### src/rtl/lcd_pkg.sv
// lcd_pkg: shared definitions for the HD44780-style LCD sequencer.
//   - lcd_state_t : sequencer / bus-cycle state encoding
//   - init command bytes, line base addresses, default timing values
//   - helpers: init_cmd() selects the n-th power-on command,
//              is_long_cmd() flags clear/home commands that need LONG_WAIT
package lcd_pkg;

  typedef enum logic [2:0] {
    PWRUP,
    INIT,
    IDLE,
    SETUP,
    PULSE,
    HOLD,
    WRAP
  } lcd_state_t;

  // Power-on command sequence: 8-bit/2-line, display on, clear, entry mode.
  localparam logic [7:0] CMD_FUNC_SET = 8'h38;
  localparam logic [7:0] CMD_DISP_ON  = 8'h0C;
  localparam logic [7:0] CMD_CLEAR    = 8'h01;
  localparam logic [7:0] CMD_ENTRY    = 8'h06;

  // DDRAM set-address commands for the start of each display line.
  localparam logic [7:0] LINE0_BASE = 8'h80;
  localparam logic [7:0] LINE1_BASE = 8'hC0;

  localparam int DEF_PWR_WAIT  = 8;
  localparam int DEF_SETUP_CYC = 1;
  localparam int DEF_EN_CYC    = 2;
  localparam int DEF_HOLD_CYC  = 4;
  localparam int DEF_LONG_WAIT = 16;

  function automatic logic [7:0] init_cmd(input logic [1:0] idx);
    case (idx)
      2'd0:    return CMD_FUNC_SET;
      2'd1:    return CMD_DISP_ON;
      2'd2:    return CMD_CLEAR;
      default: return CMD_ENTRY;
    endcase
  endfunction

  // Clear (0x01) and return-home (0x02/0x03) take far longer inside the LCD.
  function automatic logic is_long_cmd(input logic rs_bit, input logic [7:0] b);
    return !rs_bit && (b == 8'h01 || b == 8'h02 || b == 8'h03);
  endfunction

endpackage

### src/rtl/lcd_sequencer_if.sv
// lcd_sequencer_if: host request handshake into the LCD sequencer.
//   req_valid : host request present
//   req_rs    : 1 = character, 0 = command
//   req_data  : character code or command byte
//   req_ready : request accepted on clk edge when req_valid && req_ready
// master = host side, slave = sequencer side.
interface lcd_sequencer_if;
  logic       req_valid;
  logic       req_rs;
  logic [7:0] req_data;
  logic       req_ready;

  modport master (output req_valid, output req_rs, output req_data, input req_ready);
  modport slave  (input req_valid, input req_rs, input req_data, output req_ready);
endinterface

### src/rtl/lcd_bus_cycle.sv
// lcd_bus_cycle: one LCD write cycle timing engine.
// On start (while idle) the byte/rs are latched onto the bus, then:
//   SETUP : en=0 for 1+SETUP_CYC cycles (latch cycle plus setup time)
//   PULSE : en=1 for EN_CYC cycles
//   HOLD  : en=0 for HOLD_CYC, or LONG_WAIT when long_wait was set at start
// Ports:
//   clk, reset            : clock, synchronous active-high reset
//   start, cmd_byte,
//   cmd_rs, long_wait     : launch request and its payload
//   done                  : high during the last HOLD cycle
//   idle                  : engine ready to accept start
//   en, rs, data          : registered LCD bus pins
module lcd_bus_cycle
  import lcd_pkg::*;
#(
  parameter int SETUP_CYC = DEF_SETUP_CYC,
  parameter int EN_CYC    = DEF_EN_CYC,
  parameter int HOLD_CYC  = DEF_HOLD_CYC,
  parameter int LONG_WAIT = DEF_LONG_WAIT
) (
  input  logic       clk,
  input  logic       reset,
  input  logic       start,
  input  logic [7:0] cmd_byte,
  input  logic       cmd_rs,
  input  logic       long_wait,
  output logic       done,
  output logic       idle,
  output logic       en,
  output logic       rs,
  output logic [7:0] data
);

  lcd_state_t  phase_reg, phase_next;
  logic [15:0] cnt_reg, cnt_next;
  logic        long_reg, long_next;
  logic        en_reg, en_next;
  logic        rs_reg, rs_next;
  logic [7:0]  data_reg, data_next;
  logic [15:0] hold_last;

  assign hold_last = long_reg ? 16'(LONG_WAIT - 1) : 16'(HOLD_CYC - 1);

  always_ff @(posedge clk) begin
    if (reset) begin
      phase_reg <= IDLE;
      cnt_reg   <= '0;
      long_reg  <= 1'b0;
      en_reg    <= 1'b0;
      rs_reg    <= 1'b0;
      data_reg  <= 8'h00;
    end else begin
      phase_reg <= phase_next;
      cnt_reg   <= cnt_next;
      long_reg  <= long_next;
      en_reg    <= en_next;
      rs_reg    <= rs_next;
      data_reg  <= data_next;
    end
  end

  always_comb begin
    phase_next = phase_reg;
    cnt_next   = cnt_reg + 16'd1;
    long_next  = long_reg;
    rs_next    = rs_reg;
    data_next  = data_reg;
    done       = 1'b0;
    case (phase_reg)
      IDLE: begin
        cnt_next = '0;
        if (start) begin
          phase_next = SETUP;
          long_next  = long_wait;
          rs_next    = cmd_rs;
          data_next  = cmd_byte;
        end
      end
      // Counts 0..SETUP_CYC: the first cycle is the bus latch cycle itself.
      SETUP: begin
        if (cnt_reg == 16'(SETUP_CYC)) begin
          phase_next = PULSE;
          cnt_next   = '0;
        end
      end
      PULSE: begin
        if (cnt_reg == 16'(EN_CYC - 1)) begin
          phase_next = HOLD;
          cnt_next   = '0;
        end
      end
      HOLD: begin
        if (cnt_reg == hold_last) begin
          phase_next = IDLE;
          cnt_next   = '0;
          done       = 1'b1;
        end
      end
      default: begin
        phase_next = IDLE;
        cnt_next   = '0;
      end
    endcase
    en_next = (phase_next == PULSE);
  end

  assign idle = (phase_reg == IDLE);
  assign en   = en_reg;
  assign rs   = rs_reg;
  assign data = data_reg;

endmodule

### src/rtl/lcd_sequencer.sv
// lcd_sequencer: power-up/init sequencing, host handshake and cursor
// tracking for a 2x16 character LCD driven in 8-bit write-only mode.
// Ports:
//   clk, reset  : clock, synchronous active-high reset
//   host        : request handshake (lcd_sequencer_if.slave)
//   data, rs,
//   rw, en      : LCD pins (rw tied low)
//   init_done   : power-on command sequence finished
//   busy        : sequencer not in IDLE
// The SETUP state here stands for "a bus cycle is in flight"; the
// SETUP/PULSE/HOLD detail is sequenced inside lcd_bus_cycle.
module lcd_sequencer
  import lcd_pkg::*;
#(
  parameter int PWR_WAIT  = DEF_PWR_WAIT,
  parameter int SETUP_CYC = DEF_SETUP_CYC,
  parameter int EN_CYC    = DEF_EN_CYC,
  parameter int HOLD_CYC  = DEF_HOLD_CYC,
  parameter int LONG_WAIT = DEF_LONG_WAIT
) (
  input  logic            clk,
  input  logic            reset,
  lcd_sequencer_if.slave  host,
  output logic [7:0]      data,
  output logic            rs,
  output logic            rw,
  output logic            en,
  output logic            init_done,
  output logic            busy
);

  lcd_state_t  state_reg, state_next;
  logic [15:0] pwr_cnt_reg, pwr_cnt_next;
  logic [1:0]  init_idx_reg, init_idx_next;
  logic        init_done_reg, init_done_next;
  logic [3:0]  col_reg, col_next;
  logic        line_reg, line_next;
  logic        wrap_reg, wrap_next;

  logic        start;
  logic [7:0]  cmd_byte;
  logic        cmd_rs;
  logic        long_wait;
  logic        eng_done;
  logic        eng_idle;
  logic        accept;

  assign accept = (state_reg == IDLE) && init_done_reg && host.req_valid;

  always_ff @(posedge clk) begin
    if (reset) begin
      state_reg     <= PWRUP;
      pwr_cnt_reg   <= '0;
      init_idx_reg  <= '0;
      init_done_reg <= 1'b0;
      col_reg       <= '0;
      line_reg      <= 1'b0;
      wrap_reg      <= 1'b0;
    end else begin
      state_reg     <= state_next;
      pwr_cnt_reg   <= pwr_cnt_next;
      init_idx_reg  <= init_idx_next;
      init_done_reg <= init_done_next;
      col_reg       <= col_next;
      line_reg      <= line_next;
      wrap_reg      <= wrap_next;
    end
  end

  always_comb begin
    state_next     = state_reg;
    pwr_cnt_next   = pwr_cnt_reg;
    init_idx_next  = init_idx_reg;
    init_done_next = init_done_reg;
    col_next       = col_reg;
    line_next      = line_reg;
    wrap_next      = wrap_reg;
    start          = 1'b0;
    cmd_byte       = host.req_data;
    cmd_rs         = host.req_rs;
    case (state_reg)
      PWRUP: begin
        pwr_cnt_next = pwr_cnt_reg + 16'd1;
        if (pwr_cnt_reg == 16'(PWR_WAIT - 1)) begin
          state_next   = INIT;
          pwr_cnt_next = '0;
        end
      end
      // Launch the next init command whenever the engine is idle; the
      // engine's done pulse advances the index.
      INIT: begin
        cmd_byte = init_cmd(init_idx_reg);
        cmd_rs   = 1'b0;
        start    = eng_idle;
        if (eng_done) begin
          if (init_idx_reg == 2'd3) begin
            init_done_next = 1'b1;
            state_next     = IDLE;
          end else begin
            init_idx_next = init_idx_reg + 2'd1;
          end
        end
      end
      IDLE: begin
        if (accept) begin
          start      = 1'b1;
          state_next = SETUP;
          if (host.req_rs) begin
            // col wraps to 0 naturally; the line change happens in WRAP.
            col_next  = col_reg + 4'd1;
            wrap_next = (col_reg == 4'd15);
          end else if (is_long_cmd(1'b0, host.req_data)) begin
            col_next  = '0;
            line_next = 1'b0;
          end else if (host.req_data[7]) begin
            line_next = host.req_data[6];
            col_next  = host.req_data[3:0];
          end
        end
      end
      SETUP: begin
        if (eng_done) begin
          state_next = wrap_reg ? WRAP : IDLE;
          wrap_next  = 1'b0;
        end
      end
      // Move the LCD address to the start of the other line.
      WRAP: begin
        cmd_byte   = line_reg ? LINE0_BASE : LINE1_BASE;
        cmd_rs     = 1'b0;
        start      = 1'b1;
        line_next  = ~line_reg;
        col_next   = '0;
        state_next = SETUP;
      end
      default: state_next = IDLE;
    endcase
  end

  assign long_wait      = is_long_cmd(cmd_rs, cmd_byte);
  assign host.req_ready = (state_reg == IDLE) && init_done_reg;
  assign busy           = (state_reg != IDLE);
  assign init_done      = init_done_reg;
  assign rw             = 1'b0;

  lcd_bus_cycle #(
    .SETUP_CYC (SETUP_CYC),
    .EN_CYC    (EN_CYC),
    .HOLD_CYC  (HOLD_CYC),
    .LONG_WAIT (LONG_WAIT)
  ) u_bus_cycle (
    .clk       (clk),
    .reset     (reset),
    .start     (start),
    .cmd_byte  (cmd_byte),
    .cmd_rs    (cmd_rs),
    .long_wait (long_wait),
    .done      (eng_done),
    .idle      (eng_idle),
    .en        (en),
    .rs        (rs),
    .data      (data)
  );

endmodule

### src/flat_wrapper.sv
// flat-port wrapper written by rule: the top's interface ports become plain ports
module lcd_sequencer_flat import lcd_pkg::*;
#(
  parameter int PWR_WAIT  = DEF_PWR_WAIT,
  parameter int SETUP_CYC = DEF_SETUP_CYC,
  parameter int EN_CYC    = DEF_EN_CYC,
  parameter int HOLD_CYC  = DEF_HOLD_CYC,
  parameter int LONG_WAIT = DEF_LONG_WAIT
)
  (clk, reset, data, rs, rw, en, init_done, busy, host_req_valid, host_req_rs, host_req_data, host_req_ready);
  lcd_sequencer_if host_i ();
  input  logic clk;
  input  logic reset;
  output logic [7:0] data;
  output logic rs;
  output logic rw;
  output logic en;
  output logic init_done;
  output logic busy;
  input wire logic [$bits(host_i.req_valid)-1:0] host_req_valid;
  input wire logic [$bits(host_i.req_rs)-1:0] host_req_rs;
  input wire logic [$bits(host_i.req_data)-1:0] host_req_data;
  output wire logic [$bits(host_i.req_ready)-1:0] host_req_ready;
  assign host_i.req_valid = host_req_valid;
  assign host_i.req_rs = host_req_rs;
  assign host_i.req_data = host_req_data;
  assign host_req_ready = host_i.req_ready;
  lcd_sequencer #(.PWR_WAIT(PWR_WAIT), .SETUP_CYC(SETUP_CYC), .EN_CYC(EN_CYC), .HOLD_CYC(HOLD_CYC), .LONG_WAIT(LONG_WAIT)) u_core (.clk(clk), .reset(reset), .host(host_i), .data(data), .rs(rs), .rw(rw), .en(en), .init_done(init_done), .busy(busy));
endmodule
### config.mk
export PLATFORM = sky130hd
export DESIGN_NAME = lcd_sequencer_flat
export DESIGN_NICKNAME = d
export VERILOG_FILES = /design/src/rtl/lcd_pkg.sv /design/src/rtl/lcd_sequencer_if.sv /design/src/rtl/lcd_bus_cycle.sv /design/src/rtl/lcd_sequencer.sv /design/src/flat_wrapper.sv
export SDC_FILE = /design/constraint.sdc
export NUM_CORES = 1
export LEC_CHECK = 0
export BUFFER_PORTS_ARGS = -buffer_cell sky130_fd_sc_hd__buf_2
export CAP_MARGIN = 20
export CORE_MARGIN = 3
export CORE_UTILIZATION = 60
export CTS_CLUSTER_DIAMETER = 30
export DETAILED_ROUTE_END_ITERATION = 8
export GPL_ROUTABILITY_DRIVEN = 0
export HOLD_SLACK_MARGIN = 0.15
export MAX_ROUTING_LAYER = met4
export PLACE_DENSITY = 0.78
export SLEW_MARGIN = 15
export SYNTH_ARGS = -nofsm -noshare
export SYNTH_HDL_FRONTEND = slang
export SYNTH_SLANG_ARGS = --single-unit
### constraint.sdc
create_clock -name clk -period 4.5 [get_ports clk]
set_input_delay 0.225 -clock clk [delete_from_list [all_inputs] [get_ports clk]]
set_output_delay 0.225 -clock clk [all_outputs]
set_load 0.005 [all_outputs]
==> flow_summary.json, run 1 <==
{
  "fin_ws_ns": 2.436,
  "hpwl_um": 4449,
  "pre_cts_slack_ns": 2.459,
  "clock-sinks": 58,
  "coreArea_um2": 4786,
  "dr.pass1.iters": 4,
  "p_leak_nw": 1.238,
  "final_util": 0.7035,
  "ant_nets": 0,
  "maxCapViolCount": 0,
  "drtIter0Drc": 132,
  "rr_endpoint": "u_core.u_bus_cycle.data[2]$_SDFFE_PP0P_",
  "syn_to_final_growth_pct": 11.15,
  "yosysTopAreaCell": "dfxtp_1",
  "setup_viol": 0,
  "synthTopCellsByCount": "60 x nor2_1, 58 x dfxtp_1, 26 x nand2_1, 17 x a21oi_1, 15 x nand3_1",
  "ys.warnings.count": 0,
  "timing.fmax_ghz": 0.4844,
  "min_from": "host_req_rs",
  "reg2reg_depth": 5,
  "grt_pass1_vias": 2414,
  "drive_gt1_frac": 0.1351,
  "ys_async_sr_fraction": 0,
  "peakVddDrop_v": 0.0002506,
  "min_path_type": "in2reg",
  "cts-root-buf": "clkbuf_8",
  "path_cells": "nand2b_1, nor2_1, o21a_1, mux2i_1, nor2_1",
  "fin_crit_sh": 0.4587,
  "fp.dieH_um": 77.06,
  "cp_common_cell": "nor2_1",
  "r2r_start": "u_core.state_reg[1]$_SDFFE_PP0P_",
  "slowest_delay_ns": 0.55,
  "grt_overflow": 0,
  "maxSlewHeadroom": 0.5056,
  "cts_buffer_depth": 2,
  "ys_ff_latch": 58,
  "grt_pass1_wl_um": 11050,
  "reg2reg_slack_ns": 2.44,
  "tightest_slew_ns": 0.7336,
  "start_kind": "flip-flop",
  "fin_nets": 400,
  "n_antenna_cell": 0,
  "timing_max_transition_violations_final": 0,
  "dieArea_um2": 5937,
  "status": "complete, no violations",
  "start_util": 0.6329,
  "worst_ep_arrival_time_ns": 2.27,
  "cp-end-kind": "flip-flop",
  "cts_tree": "built",
  "rsz0062_at_grt": "false",
  "die_x_um": 77.06,
  "synth_cells": 360,
  "syn_area_um2": 3029,
  "clk_latency_ns": 0.34,
  "vias": 2563,
  "antenna_found_initial": 0,
  "worstPathMaxFanout": 17,
  "cts.repair.resized": 0,
  "grt_usage": 0.2376,
  "syn-num-nets": 380,
  "period_needed_ns": 2.064,
  "hold_viol": 0,
  "yosysSeqAreaShare": 0.3833,
  "synthDominantCellAreaShare": 0.3833,
  "wl_per_cell_um": 14.10,
  "port_buffers": 24,
  "hold_path_depth": 3,
  "crit_type": "reg2reg",
  "hold_end": "u_core.u_bus_cycle.rs$_SDFFE_PP0P_",
  "cts_made_buffers": 9,
  "viasPerCell": 5.670,
  "synth_area_leaders": "dfxtp_1 38%, nor2_1 7.4%, xnor2_1 3.8%, xor2_1 3.8%, ha_1 3.3%",
  "postCtsSetupBuffers": 0,
  "ys_dominant_reg_cell": "dfxtp_1",
  "grt_max_degree": 32,
  "cp_slowest_cell": "dfxtp_1",
  "yosysUniqueCellTypes": 66,
  "timing.setup.tns_ns": 0,
  "syn_avg_cell_area_um2": 8.414,
  "drt_wl_total_um": 6374,
  "worstPathRequired_ns": 4.70,
  "fill_cells": 395,
  "clk_pin_slew_worst_paths_ns": 0.07,
  "htreeDepth": 3,
  "drc": 0,
  "synth_edf_count": 0,
  "synth_most_common_cell": "nor2_1",
  "rows": 25,
  "finalClockSkew_ns": 0.005983,
  "power_w": 0.001266,
  "io_pins": 26,
  "cts_hold_buf": 0,
  "p_per_area_nw_per_um2": 375.9
}
-- layer usage --
layer / GRT usage / wire (um) / vias up
met1: 0.3114 / 3164 / 1178
met5: - / 0 / -
li1: - / - / 1319
met4: 0.08185 / 95 / 0
met3: 0.07512 / 281 / 11
met2: 0.3467 / 2832 / 55
-- kinds of logic after synthesis --
logic type               Yosys count  synth area share
AO/OA/AOI/OAI                     58            0.1326
XOR/XNOR                          26           0.07518
adder cells (fa/ha/maj)            8           0.03305
buffers and inverters             24           0.03924
flip-flops                        58            0.3833
multiplexers                       8           0.02644
other                              1          0.001238
AND/OR/NAND/NOR                  177            0.3090
-- how the worst max path moves through the flow --
| stage | start | end | slack [ns] | cells past startpoint |
|---|---|---|---|---|
| global route | u_core.state_reg[1]$_SDFFE_PP0P_ | u_core.u_bus_cycle.data[5]$_SDFFE_PP0P_ | 2.27 | 5 |
| floorplan | u_core.pwr_cnt_reg[0]$_SDFFE_PP0P_ | u_core.pwr_cnt_reg[13]$_SDFFE_PP0P_ | 2.83 | 6 |
| global placement | u_core.state_reg[1]$_SDFFE_PP0P_ | u_core.u_bus_cycle.data[5]$_SDFFE_PP0P_ | 2.53 | 5 |
| detailed placement | u_core.state_reg[0]$_SDFFE_PP0P_ | u_core.u_bus_cycle.data[2]$_SDFFE_PP0P_ | 2.46 | 4 |
| finish | u_core.state_reg[1]$_SDFFE_PP0P_ | u_core.u_bus_cycle.data[2]$_SDFFE_PP0P_ | 2.44 | 5 |
| CTS | u_core.state_reg[1]$_SDFFE_PP0P_ | u_core.u_bus_cycle.data[2]$_SDFFE_PP0P_ | 2.44 | 5 |
-- power breakdown --
part	leakage, nW	internal [W]	switching, W	total (W)
registers	0.468	0.000538	0.0000273	0.000565
clock network	0.109	0.000325	0.000207	0.000532
logic	0.661	0.0000679	0.000100	0.000168
total	1.24	0.000931	0.000335	0.00127
-- layout by cell type, fill, tap and decap left out, types with 3 or more instances in the layout --
| cell | count |
|---|---|
| a211oi_1 | 5 |
| xor2_1 | 13 |
| nor4_1 | 6 |
| nand2_1 | 26 |
| xnor2_1 | 13 |
| and2_1 | 5 |
| nand2b_1 | 6 |
| o21ai_0 | 5 |
| nor3_1 | 14 |
| a22oi_1 | 3 |
| inv_1 | 9 |
| a21oi_1 | 17 |
| ha_1 | 8 |
| or3_1 | 5 |
| and4_1 | 4 |
| o21ai_1 | 3 |
| mux2i_1 | 8 |
| nand4_1 | 9 |
| a31oi_1 | 3 |
| and3_1 | 6 |
| nor2_1 | 60 |
| buf_2 | 24 |
| dfxtp_1 | 58 |
| nand3_1 | 15 |
| clkbuf_8 | 10 |
-- through the flow --
step           std cells  hold WS [ns]  area, um^2
5_1_grt              452        0.2718        3367
6_report             452        0.2706        3367
4_1_cts              452        0.2613        3367
2_1_floorplan        360        0.4408        3029
3_3_place_gp         436        0.4578        3148
3_5_place_dp         436        0.4660        3148
-- area by class of cell --
type	instances	area, um^2	share of cell area
Multi-Input combinational cell	278	1749	0.5195
Clock inverter	5	77.57	0.02304
Timing Repair Buffer	24	120.1	0.03567
Tap cell	67	83.83	0.02490
Inverter	9	33.78	0.01003
Sequential cell	58	1161	0.3449
Clock buffer	11	141.4	0.04199
-- critical path: cells and delay by family, from the launching register on --
family | cells | cell delay [ns]
DFF | 1 | 0.55
muxes | 1 | 0.26
and+or+nand+nor | 3 | 0.58
AOI/OAI and AO/OA | 1 | 0.54
Note: power is estimated with default switching activity, not from simulation.
==> run 2: changes to the inputs <==
CORE_UTILIZATION = 53   (was 60)
PLACE_DENSITY = 0.73   (was 0.78)
clock period = 1.7 ns   (was 4.5 ns; I/O delays follow)
==> run 2 against run 1 <==
Compared with the run above:
- the flow now finishes with violations (setup timing)
- worst setup slack got worse by 2.6 ns
- total power increased to 2.8 times the previous value
- global-route usage increased by 1.3 points
- final area increased by 19%
- clock skew increased by 0.0038 ns
- combinational power increased to 4.0 times the previous value
- final cell count increased by 12%
- clock power increased by 150%
- sequential power increased to 2.6 times the previous value
- critical path depth increased by 1
- core utilization increased by 4.9 points
- critical path type unchanged
- critical endpoint is now u_core.init_idx_reg[1]$_SDFFE_PP0P_
- largest cell class unchanged
==> flow_summary.json, run 2 (synthesis gave the netlist of run 1 again) <==
{
  "crit_type": "reg2reg",
  "rows": 26,
  "clk_latency_ns": 0.34,
  "p_leak_nw": 1.531,
  "cp.buffers_inverters": 1,
  "port_buffers": 24,
  "grt_usage": 0.2508,
  "cts_made_buffers": 9,
  "timing.setup.tns_ns": -1.633,
  "fin_nets": 452,
  "cp_slowest_cell": "dfxtp_2",
  "ant_nets": 0,
  "sequentialPowerShare": 0.427,
  "sw_frac_of_total": 0.2798,
  "finalClockSkew_ns": 0.009781,
  "dieArea_um2": 6659,
  "fp.dieH_um": 81.60,
  "syn_to_final_growth_pct": 31.76,
  "grt_pass1_vias": 2800,
  "final_util": 0.7527,
  "dr.pass1.iters": 4,
  "switchingPower_w": 0.0009768,
  "power_frac_comb": 0.194,
  "drc": 0,
  "slowest_delay_ns": 0.34,
  "worst_ep_arrival_time_ns": 2.05,
  "layout_commonest_cell": "dfxtp_1",
  "peakVddDrop_v": 0.0007376,
  "drtIter0Drc": 156,
  "clock-sinks": 58,
  "rsz0062_at_grt": "true",
  "cts-root-buf": "clkbuf_8",
  "worstPathMaxFanout": 4,
  "timing_max_transition_violations_final": 0,
  "hpwl_um": 5042,
  "worstPathRequired_ns": 1.92,
  "placedCellCount": 478,
  "cts_tree": "built",
  "reg2reg_slack_ns": -0.12,
  "fin_area_um2": 3991,
  "viasPerCell": 5.785,
  "grt_pass1_wl_um": 12560,
  "min_path_type": "in2reg",
  "coreArea_um2": 5303,
  "grt_overflow": 0,
  "dpl_cell_area_um2": 3470,
  "fin_crit_sh": 1.073,
  "drt_wl_total_um": 8057,
  "internal_power_w": 0.002514,
  "hold_viol": 0,
  "clk_pin_slew_worst_paths_ns": 0.07,
  "cp_top_family": "simple AND/OR/NAND/NOR gates",
  "antenna_found_initial": 0,
  "wl_per_cell_um": 15.89,
  "n_antenna_cell": 0,
  "cts_buffer_depth": 2,
  "timing.fmax_ghz": 0.5484,
  "io_pins": 26,
  "hold_ws_ns": 0.1713,
  "layout_common_cells": "49 x dfxtp_1, 48 x nor2_1, 42 x buf_4",
  "vias": 2933,
  "status": "finished with violations",
  "fin_ws_ns": -0.1236,
  "setup_viol": 19,
  "p_per_area_nw_per_um2": 874.7,
  "p_clk_frac": 0.379,
  "start_util": 0.5713,
  "failed_checks": "setup timing",
  "grt_max_degree": 18,
  "cp-end-kind": "flip-flop",
  "final_cell_count_no_fill": 507,
  "cp_common_cell": "nor4_4",
  "drive_gt1_frac": 0.3089,
  "die_x_um": 81.60,
  "maxCapViolCount": 0,
  "path_cells": "nor4_4, o211ai_1, buf_4, nor4_4, mux2i_1, nor2_1",
  "htreeDepth": 3,
  "period_needed_ns": 1.824,
  "start_kind": "flip-flop"
}
-- run 2: cell count changes in the layout (fill, tap and decap cells not counted), moves of 2 or more --
cell,delta
buf_4,+42
nor2_1,-12
dfxtp_1,-9
dfxtp_2,+8
nor2_2,+6
nor2_4,+6
dlygate4sd3_1,+5
nor3_1,-3
nor3_2,+3
buf_6,+2
nor4_1,-2
nor4_4,+2
-- run 2: repair_timing --
| action | CTS | global route |
|---|---|---|
| resized for setup | 12 | 41 |
| cloned | 1 | 0 |
| hold buffers | 5 | 0 |
| pin swaps | 10 | 18 |
| buffers inserted | 5 | 3 |
| endpoints found under the hold margin | 4 | 0 |
| setup endpoints to repair | 22 | 37 |
-- run 2: power by group through the flow --
| stage | registers [W] | clock network [W] | logic [W] |
|---|---|---|---|
| global placement | 0.00150 | 0 | 0.000600 |
| CTS | 0.00147 | 0.00131 | 0.000642 |
| detailed placement | 0.00150 | 0 | 0.000609 |
| global route | 0.00150 | 0.00139 | 0.000743 |
| floorplan | 0.00149 | 0 | 0.000372 |
| finish | 0.00149 | 0.00132 | 0.000678 |
-- run 2: cell type report --
cell class / count / area (um^2)
repair buffers: 76 / 570.5
inverters: 9 / 33.78
clock buffers: 11 / 151.4
fillers: 371 / 1311
clock inverters: 5 / 52.55
flip-flops and latches: 58 / 1175
well taps: 70 / 87.58
multi-input cells: 278 / 1921
-- run 2: worst paths after layout --
path,startpoint,end,cells after the start
setup / recovery,u_core.u_bus_cycle.cnt_reg[8]$_SDFF_PP0_,u_core.init_idx_reg[1]$_SDFFE_PP0P_,6
hold / removal,host_req_data[7],u_core.u_bus_cycle.data[7]$_SDFFE_PP0P_,3
setup reg to reg,u_core.u_bus_cycle.cnt_reg[8]$_SDFF_PP0_,u_core.init_idx_reg[1]$_SDFFE_PP0P_,6
hold reg to reg,u_core.u_bus_cycle.rs$_SDFFE_PP0P_,u_core.u_bus_cycle.rs$_SDFFE_PP0P_,2
-- run 2: metrics by stage --
step,worst slack (ns),power [W]
2_1_floorplan,0.03059,0.001865
3_3_place_gp,-0.000005662,0.002098
3_5_place_dp,-0.05403,0.002111
4_1_cts,-0.04549,0.003427
5_1_grt,-0.2187,0.003634
6_report,-0.1236,0.003491
-- run 2: metal layers --
layer | vias to the layer above | track usage | routed length (um)
met4 | 0 | 0.09967 | 136
met5 | - | - | 0
met2 | 61 | 0.3974 | 3900
met3 | 18 | 0.03947 | 294
met1 | 1426 | 0.3207 | 3726
li1 | 1428 | - | -
-- run 2: tightest hold or removal path, delay by kind of cell --
kind	cells	cell delay [ns]
AO/OA/AOI/OAI	2	0.22
buffers and inverters	1	0.15
==> run 3: changes to the inputs <==
PLACE_DENSITY = 0.82   (was 0.73)
SLEW_MARGIN = unset   (was 15)
==> run 3 against run 2 <==
Compared with the run above:
- the run still ends with setup timing left
- global-route usage grew 0.51 points
- routed wire length shrank 0.63%
- hold slack gained 0.019 ns
- critical path depth grew 1
==> flow_summary.json, run 3 (synthesis gave the netlist of run 1 again) <==
{
  "hold_path_depth": 3,
  "coreArea_um2": 5303,
  "clk_latency_ns": 0.34,
  "hold_ws_ns": 0.1908,
  "start_util": 0.5713,
  "maxSlewHeadroom": 0.6133,
  "drt_wl_total_um": 8006,
  "period_needed_ns": 1.850,
  "drc": 0,
  "wl_per_cell_um": 15.73,
  "layout_commonest_cell": "dfxtp_1",
  "peakVddDrop_v": 0.0007976,
  "rows": 26,
  "viasPerCell": 5.943,
  "switchingPower_w": 0.0009430,
  "p_clk_frac": 0.353,
  "die_x_um": 81.60,
  "timing.setup.tns_ns": -2.441,
  "r2r_start": "u_core.u_bus_cycle.cnt_reg[7]$_SDFF_PP0_",
  "dr.pass1.iters": 6,
  "grt_pass1_wl_um": 12810,
  "min_path_type": "in2reg",
  "status": "finished with violations",
  "port_buffers": 24,
  "reg2reg_depth": 7,
  "clock-sinks": 58,
  "rsz0062_at_grt": "true",
  "pre_cts_slack_ns": -0.04499,
  "met1_length_um": 3390,
  "internal_power_w": 0.002408,
  "fp.dieH_um": 81.60,
  "dieArea_um2": 6659,
  "cp.buffers_inverters": 2,
  "fill_cells": 374,
  "setup_viol": 25,
  "path_cells": "nor4_4, o211ai_1, buf_4, o31ai_4, o32a_4, buf_12, nor2_1",
  "power_frac_comb": 0.207,
  "tightest_slew_ns": 0.5756,
  "cts_tree": "built",
  "worstPathRequired_ns": 1.92,
  "clk_pin_slew_worst_paths_ns": 0.06,
  "cts-root-buf": "clkbuf_8",
  "hold_end": "u_core.u_bus_cycle.data[0]$_SDFFE_PP0P_",
  "reg2reg_slack_ns": -0.15,
  "layout_common_cells": "54 x dfxtp_1, 52 x nor2_1, 50 x buf_4",
  "worstPathMaxFanout": 8,
  "cp_top_family": "compound AO/OA/AOI/OAI gates",
  "fin_nets": 456,
  "maxCapViolCount": 0,
  "cp-end-kind": "flip-flop",
  "fin_ws_ns": -0.1499,
  "cts_made_buffers": 9,
  "syn_to_final_growth_pct": 30.32,
  "fin_crit_sh": 1.088,
  "timing_max_transition_violations_final": 0,
  "finalClockSkew_ns": 0.01069,
  "slowest_delay_ns": 0.34,
  "grt_pass1_vias": 2727,
  "cp_slowest_cell": "dfxtp_2",
  "cts_buffer_depth": 2,
  "p_leak_nw": 1.546,
  "timing.fmax_ghz": 0.5406,
  "worst_ep_arrival_time_ns": 2.07,
  "crit_type": "reg2reg",
  "grt_max_degree": 18,
  "min_from": "host_req_data[0]",
  "hpwl_um": 5229,
  "start_kind": "flip-flop",
  "sequentialPowerShare": 0.440,
  "io_pins": 26,
  "drive_gt1_frac": 0.2847,
  "final_cell_count_no_fill": 509,
  "top_layer": "met4",
  "sw_frac_of_total": 0.2814,
  "grt_overflow": 0,
  "failed_checks": "setup timing",
  "ant_nets": 0,
  "antenna_found_initial": 0,
  "p_per_area_nw_per_um2": 848.8,
  "met2WireLength_um": 3793,
  "n_antenna_cell": 0,
  "rr_endpoint": "u_core.u_bus_cycle.cnt_reg[7]$_SDFF_PP0_",
  "placedCellCount": 477,
  "hold_viol": 0,
  "power_w": 0.003351,
  "grt_usage": 0.2559,
  "htreeDepth": 3,
  "wl_met3_um": 596,
  "vias": 3025,
  "drtIter0Drc": 261
}
-- run 3: changes by cell type in the layout (fill, tap and decap cells not counted), moves of 4 or more --
cell	delta
dfxtp_1	+5
dfxtp_2	-4
nor2_1	+4
buf_4	+8
-- run 3: power by group through the flow --
stage               combinational, W  clock, W  sequential (W)
finish                      0.000694   0.00118         0.00147
global route                0.000757   0.00126         0.00148
detailed placement          0.000613         0         0.00150
CTS                         0.000648   0.00120         0.00147
floorplan                   0.000372         0         0.00149
global placement            0.000601         0         0.00149
-- run 3: layout make-up --
cell class                      instances  area (um^2)  share of cell area
Timing Repair Buffer                   80        583.1              0.1477
Inverter                                9        33.78            0.008558
Clock buffer                           10        127.6             0.03233
Sequential cell                        58         1166              0.2954
Multi-Input combinational cell        278         1904              0.4824
Tap cell                               70        87.58             0.02219
Clock inverter                          4        45.04             0.01141
-- run 3: layer usage --
metal	vias up	GRT usage
met5	-	-
met4	0	0.07309
met2	141	0.4047
met3	33	0.07456
met1	1419	0.3183
li1	1432	-
-- run 3: worst max path at each step --
stage,cells past startpoint,endpoint,from,slack [ns]
floorplan,6,u_core.pwr_cnt_reg[13]$_SDFFE_PP0P_,u_core.pwr_cnt_reg[0]$_SDFFE_PP0P_,0.03
global placement,6,u_core.u_bus_cycle.cnt_reg[2]$_SDFF_PP0_,u_core.u_bus_cycle.cnt_reg[6]$_SDFF_PP0_,0.02
detailed placement,6,u_core.u_bus_cycle.cnt_reg[3]$_SDFF_PP0_,u_core.u_bus_cycle.cnt_reg[6]$_SDFF_PP0_,-0.04
CTS,6,u_core.u_bus_cycle.cnt_reg[14]$_SDFF_PP0_,u_core.u_bus_cycle.cnt_reg[7]$_SDFF_PP0_,-0.05
global route,7,u_core.u_bus_cycle.cnt_reg[7]$_SDFF_PP0_,u_core.u_bus_cycle.cnt_reg[7]$_SDFF_PP0_,-0.23
finish,7,u_core.u_bus_cycle.cnt_reg[7]$_SDFF_PP0_,u_core.u_bus_cycle.cnt_reg[7]$_SDFF_PP0_,-0.15
-- run 3: metrics by stage --
step / utilization / cell area [um^2]
after CTS: 0.7204 / 3820
after global routing: 0.7445 / 3948
final: 0.7445 / 3948
after detailed placement: 0.6505 / 3450
after floorplan: - / 3029
after global placement: 0.6505 / 3450
-- run 3: repair_timing --
item | 4_1_cts | 5_1_grt
gates resized for setup | 18 | 17
gates cloned | 1 | 0
hold buffers | 4 | 0
setup buffers | 8 | 5
setup endpoints to repair | 22 | 38
pin swaps | 19 | 5
hold endpoints to repair | 9 | 0
-- run 3: worst min-delay path: stages --
cell and delay, ns:
buf_2 0.12, a22oi_1 0.18, a211oi_1 0.10
